`config.mk`:
```
export PLATFORM = sky130hd
export DESIGN_NAME = rv32_fetch_stage
export DESIGN_NICKNAME = d
export VERILOG_FILES = /design/src/rtl/rv32_pkg.sv /design/src/rtl/rv32_fetch_stage.sv
export SDC_FILE = /design/constraint.sdc
export NUM_CORES = 1
export LEC_CHECK = 0
export CORE_UTILIZATION = 45
export DETAILED_ROUTE_END_ITERATION = 10
export PLACE_DENSITY = 0.71
export SLEW_MARGIN = 25
export SYNTH_ARGS = -nofsm -noshare
export SYNTH_HDL_FRONTEND = slang
export SYNTH_SLANG_ARGS = --single-unit
```
`constraint.sdc`:
```
create_clock -name clk -period 2.4 [get_ports clk]
set_input_delay 0.6 -clock clk [delete_from_list [all_inputs] [get_ports clk]]
set_output_delay 0.6 -clock clk [all_outputs]
set_load 0.005 [all_outputs]
```
`src/rtl/rv32_pkg.sv`:
```
// Shared RV32 definitions used by the fetch stage and its bench.
package rv32_pkg;

  localparam int unsigned XLEN = 32;

  localparam logic [XLEN-1:0] RV32_NOP = 32'h0000_0013;

  typedef enum logic {
    ST_RUN   = 1'b0,
    ST_DRAIN = 1'b1
  } fetch_state_e;

endpackage

```
`src/rtl/rv32_fetch_stage.sv`:
```
// RV32 instruction fetch: pc sequencing, one-entry stall hold buffer and
// redirect handling with a drain state for reads already on the bus.
module rv32_fetch_stage
  import rv32_pkg::*;
#(
  parameter logic [XLEN-1:0] RESET_VECTOR = 32'h0000_0000
) (
  input  logic            clk,
  input  logic            reset_n,
  input  logic            stall_in,
  input  logic            flush_in,
  input  logic            branch_mispredicted_in,
  input  logic [XLEN-1:0] branch_target_in,
  output logic [XLEN-1:0] instr_address_out,
  output logic            instr_read_out,
  input  logic            instr_ready_in,
  input  logic [XLEN-1:0] instr_read_value_in,
  output logic [XLEN-1:0] pc_out,
  output logic [XLEN-1:0] instr_out,
  output logic            valid_out
);

  fetch_state_e    state, state_d;
  logic [XLEN-1:0] pc, pc_d;
  logic [XLEN-1:0] pending_target, pending_target_d;
  logic            hold_valid, hold_valid_d;
  logic [XLEN-1:0] hold_pc, hold_pc_d;
  logic [XLEN-1:0] hold_instr, hold_instr_d;
  logic [XLEN-1:0] pc_out_d, instr_out_d;
  logic            valid_out_d;

  logic            complete;
  logic            load;
  logic [XLEN-1:0] load_pc, load_instr;

  // Bus request is driven straight from registered state.
  assign instr_address_out = pc;
  assign instr_read_out    = (state == ST_DRAIN) || !hold_valid;
  assign complete          = instr_read_out && instr_ready_in;

  always_ff @(posedge clk) begin
    if (!reset_n) begin
      state          <= ST_RUN;
      pc             <= RESET_VECTOR;
      pending_target <= '0;
      hold_valid     <= 1'b0;
      hold_pc        <= '0;
      hold_instr     <= '0;
      pc_out         <= '0;
      instr_out      <= '0;
      valid_out      <= 1'b0;
    end else begin
      state          <= state_d;
      pc             <= pc_d;
      pending_target <= pending_target_d;
      hold_valid     <= hold_valid_d;
      hold_pc        <= hold_pc_d;
      hold_instr     <= hold_instr_d;
      pc_out         <= pc_out_d;
      instr_out      <= instr_out_d;
      valid_out      <= valid_out_d;
    end
  end

  always_comb begin
    state_d          = state;
    pc_d             = pc;
    pending_target_d = pending_target;
    hold_valid_d     = hold_valid;
    hold_pc_d        = hold_pc;
    hold_instr_d     = hold_instr;
    pc_out_d         = pc_out;
    instr_out_d      = instr_out;
    valid_out_d      = valid_out;
    load             = 1'b0;
    load_pc          = hold_pc;
    load_instr       = hold_instr;

    unique case (state)
      ST_RUN: begin
        if (branch_mispredicted_in) begin
          valid_out_d  = 1'b0;
          hold_valid_d = 1'b0;
          // A read still waiting on the bus must finish before we can move.
          if (instr_read_out && !instr_ready_in) begin
            pending_target_d = branch_target_in;
            state_d          = ST_DRAIN;
          end else begin
            pc_d = branch_target_in;
          end
        end else begin
          if (hold_valid) begin
            if (!stall_in) begin
              load         = 1'b1;
              hold_valid_d = 1'b0;
            end
          end else if (complete) begin
            pc_d = pc + 32'd4;
            if (stall_in) begin
              hold_valid_d = 1'b1;
              hold_pc_d    = pc;
              hold_instr_d = instr_read_value_in;
            end else begin
              load       = 1'b1;
              load_pc    = pc;
              load_instr = instr_read_value_in;
            end
          end

          if (flush_in) begin
            valid_out_d = 1'b0;
          end else if (stall_in) begin
            valid_out_d = valid_out;
          end else if (load) begin
            valid_out_d = 1'b1;
            pc_out_d    = load_pc;
            instr_out_d = load_instr;
          end else begin
            valid_out_d = 1'b0;
          end
        end
      end

      ST_DRAIN: begin
        valid_out_d = 1'b0;
        if (branch_mispredicted_in) begin
          pending_target_d = branch_target_in;
        end
        // Stale data is dropped; the newest redirect wins.
        if (complete) begin
          pc_d    = branch_mispredicted_in ? branch_target_in : pending_target;
          state_d = ST_RUN;
        end
      end

      default: state_d = ST_RUN;
    endcase
  end

endmodule

```
==> flow_summary.json <==
{
  "outcome": "finished clean",
  "grt_max_degree": 65,
  "stdcell_count": 1542,
  "gp_congestion": 0.8969,
  "register_area_um2": 3905,
  "global_route.usage.total_pct": 25.03,
  "crit_fanout": 6,
  "cp.arrival_ns": 1.71,
  "row_count": 50,
  "critPathBufInv": 3,
  "drt_wl_total_um": 24190,
  "async_flop_share_pct": 0,
  "required_ns": 1.80,
  "numClockSinks": 195,
  "power_mw": 7.392,
  "grt-ovfl-total": 0,
  "core_area_um2": 18710,
  "start_util_pct": 45.79,
  "max_stage_delay_ns": 0.44,
  "p_clk_share_pct": 39.2,
  "fill_cells": 1657,
  "synth_top_area_cell": "dfxtp_1",
  "hold_buffers": 0,
  "max_cap_viol_count": 0,
  "area_growth_pct": 33.73,
  "antenna_found_initial": 0,
  "wl_met3_um": 1519,
  "ys_ff_latch": 195,
  "die-area_um2": 19590,
  "worst_pin_slew_ns": 0.4682,
  "hold_path.class": "reg2reg",
  "cts.clk_slew.worst_paths_ns": 0.07,
  "finish.net_count": 1366,
  "io_buffer_count": 167,
  "power_density_nw_per_um2": 645.4,
  "drc": 0,
  "switchingPower_mw": 1.870,
  "worst_slack_ns": 0.08737,
  "internal_power_mw": 5.523,
  "cts_root_buf": "clkbuf_16",
  "clk_latency_ns": 0.43,
  "drtIter0Drc": 612,
  "cts_buffers": 17,
  "clk_path_buf_depth": 2,
  "pin_count": 168,
  "netlist_area_um2": 8566,
  "rsz0062_at_grt": "no",
  "ys.flop_type": "dfxtp_1",
  "placed_cells_incl_taps": 1510,
  "clock.fmax_ghz": 0.4324,
  "detail-route-antenna-nets": 0,
  "avgRoutedWirePerCell_um": 15.69,
  "synth_top_area_share_pct": 45.57,
  "yosysWarningCount": 0,
  "ir_drop_mv": 0.5161,
  "dr_wl_met2_um": 10980,
  "holdWs_ns": 0.4538,
  "cts_resized": 0,
  "die_y_um": 140.0,
  "cp_cell_sequence": "nor2b_1 > buf_4 > inv_1 > clkdlybuf4s50_1",
  "power_frac_comb_pct": 13.9,
  "dp_slack_ns": -0.08325,
  "num_antenna_cells": 0,
  "routed.top_layer": "met4",
  "syn_inst": 1145,
  "multi_input_area_um2": 4264,
  "h-tree-depth": 4,
  "drtPass1Iterations": 5,
  "max_slew_margin_pct": 68.67,
  "grt_pass1_vias": 7578,
  "synth-seq-area-share_pct": 45.57,
  "yosys.cell_types.count": 57,
  "slowest_stage": "clkdlybuf4s50_1",
  "grt_pass1_wl_um": 39630,
  "finish.utilization_pct": 61.24,
  "wl_met1_um": 11190,
  "p_sw_share_pct": 25.29,
  "p_leak_nw": 3.892,
  "die_x_um": 140.0,
  "vias_per_cell": 5.549,
  "finalClockSkew_ns": 0.01047,
  "post-cts-setup-buffers": 0,
  "p_seq_share_pct": 46.9,
  "path_delay_family": "buffers and inverters",
  "fin_crit_sh_pct": 96.36,
  "synth-edff-count": 0,
  "slew_viol_final": 0,
  "drive_gt1_share_pct": 9.021,
  "cp-start-kind": "flop",
  "synth.area.top_cells": "dfxtp_1, nand2_1, a21oi_1, a311oi_1, nor2_1",
  "cp-end-kind": "output pin",
  "synth_nets": 1216,
  "min_period_ns": 2.313,
  "worst-setup-path-type": "reg2out",
  "synth.avg_cell_area_um2": 7.481,
  "dp_hpwl_um": 16400,
  "timing.final.hold_violations": 0,
  "cts_tree": "done",
  "vias": 8556,
  "setup_viol": 0
}
-- tightest hold or removal path, stage by stage (launching register included) --
cell and delay (ns):
dfxtp_1 0.31, nand2_1 0.05, a21oi_1 0.05
-- power by group through the flow --
stage	clock [mW]	sequential, mW	combinational [mW]
floorplan	0	3.53	0.479
global placement	0	3.54	1.01
detailed placement	0	3.54	1.02
CTS	2.95	3.47	1.03
global route	3.09	3.48	1.12
finish	2.90	3.47	1.03
-- sequential cells by signal (all words and copies together), names as in the netlist --
signal / cells
pc_out: 32
instr_out: 32
hold_instr: 32
state: 1
hold_pc: 32
valid_out: 1
pending_target: 32
hold_valid: 1
instr_address_out: 32
-- kinds of logic after synthesis --
kind of cell               share of synthesized area (%)
AOI/OAI and AO/OA                                  22.22
xor gates and xnor gates                          0.2045
adders and majority gates                         0.1460
buffers and inverters                              5.025
DFF                                                45.57
muxes                                             0.8326
and+or+nand+nor                                    26.00
-- final cells by class --
class	instances	area share, %
Sequential cell	195	34.09
Tap cell	234	2.556
Clock inverter	9	1.049
Timing Repair Buffer	233	20.51
Inverter	8	0.3058
Clock buffer	23	4.260
Multi-Input combinational cell	840	37.23
-- synth_stat cells (all sizes together), types with 6 or more instances --
cell type,count
nor2,92
nor4,10
dfxtp,195
a31oi,10
nand2,367
a21oi,126
inv,7
nor3,11
a311oi,61
buf,17
mux2i,6
nand3,15
clkbuf,85
and3,16
o21ai,39
o211ai,18
-- stage by stage --
stage / area (um2) / TNS (ns)
after global routing: 11450 / 0
after detailed placement: 10850 / -1.259
after floorplan: 8566 / 0
final: 11450 / 0
after CTS: 11450 / 0
after global placement: 10850 / -1.716
-- per-layer routing --
| metal | GRT usage (%) | vias to the layer above |
|---|---|---|
| met3 | 4.068 | 31 |
| met1 | 35.47 | 3954 |
| met4 | 9.023 | 0 |
| met2 | 38.32 | 314 |
| li1 | - | 4257 |
| met5 | 0 | - |
-- placed cells by master, fill, tap and decap left out, types with 4 or more instances in the layout --
master           netlist  layout
and3_1                16      15
o211ai_1              18      18
a21oi_1              126     126
dfxtp_1              195     194
clkbuf_8               0       4
nor3_1                11      11
clkdlybuf4s50_1        0     166
nor2_1                92      91
and2_1                 4       4
nand3_1               13      12
a211oi_1               5       5
buf_12                 0      15
nand4_1                4       4
inv_1                  7       7
o21ai_0               37      37
clkbuf_16              0      17
a311oi_1              61      61
nand2_1              367     367
a22oi_1                5       5
nor4_1                 8       7
buf_4                  0      51
o31a_1                 5       5
a31oi_1               10      10
mux2i_1                6       5
-- final timing paths --
path | startpoint | to | slack [ns] | cells after the start
max | hold_valid | instr_read_out | 0.09 | 4
max reg2reg | instr_address_out[5] | instr_address_out[30] | 0.21 | 5
min reg2reg | pending_target[21] | pending_target[21] | 0.45 | 2
min | pending_target[21] | pending_target[21] | 0.45 | 2
No activity file was read; power rests on OpenSTA's default activity.
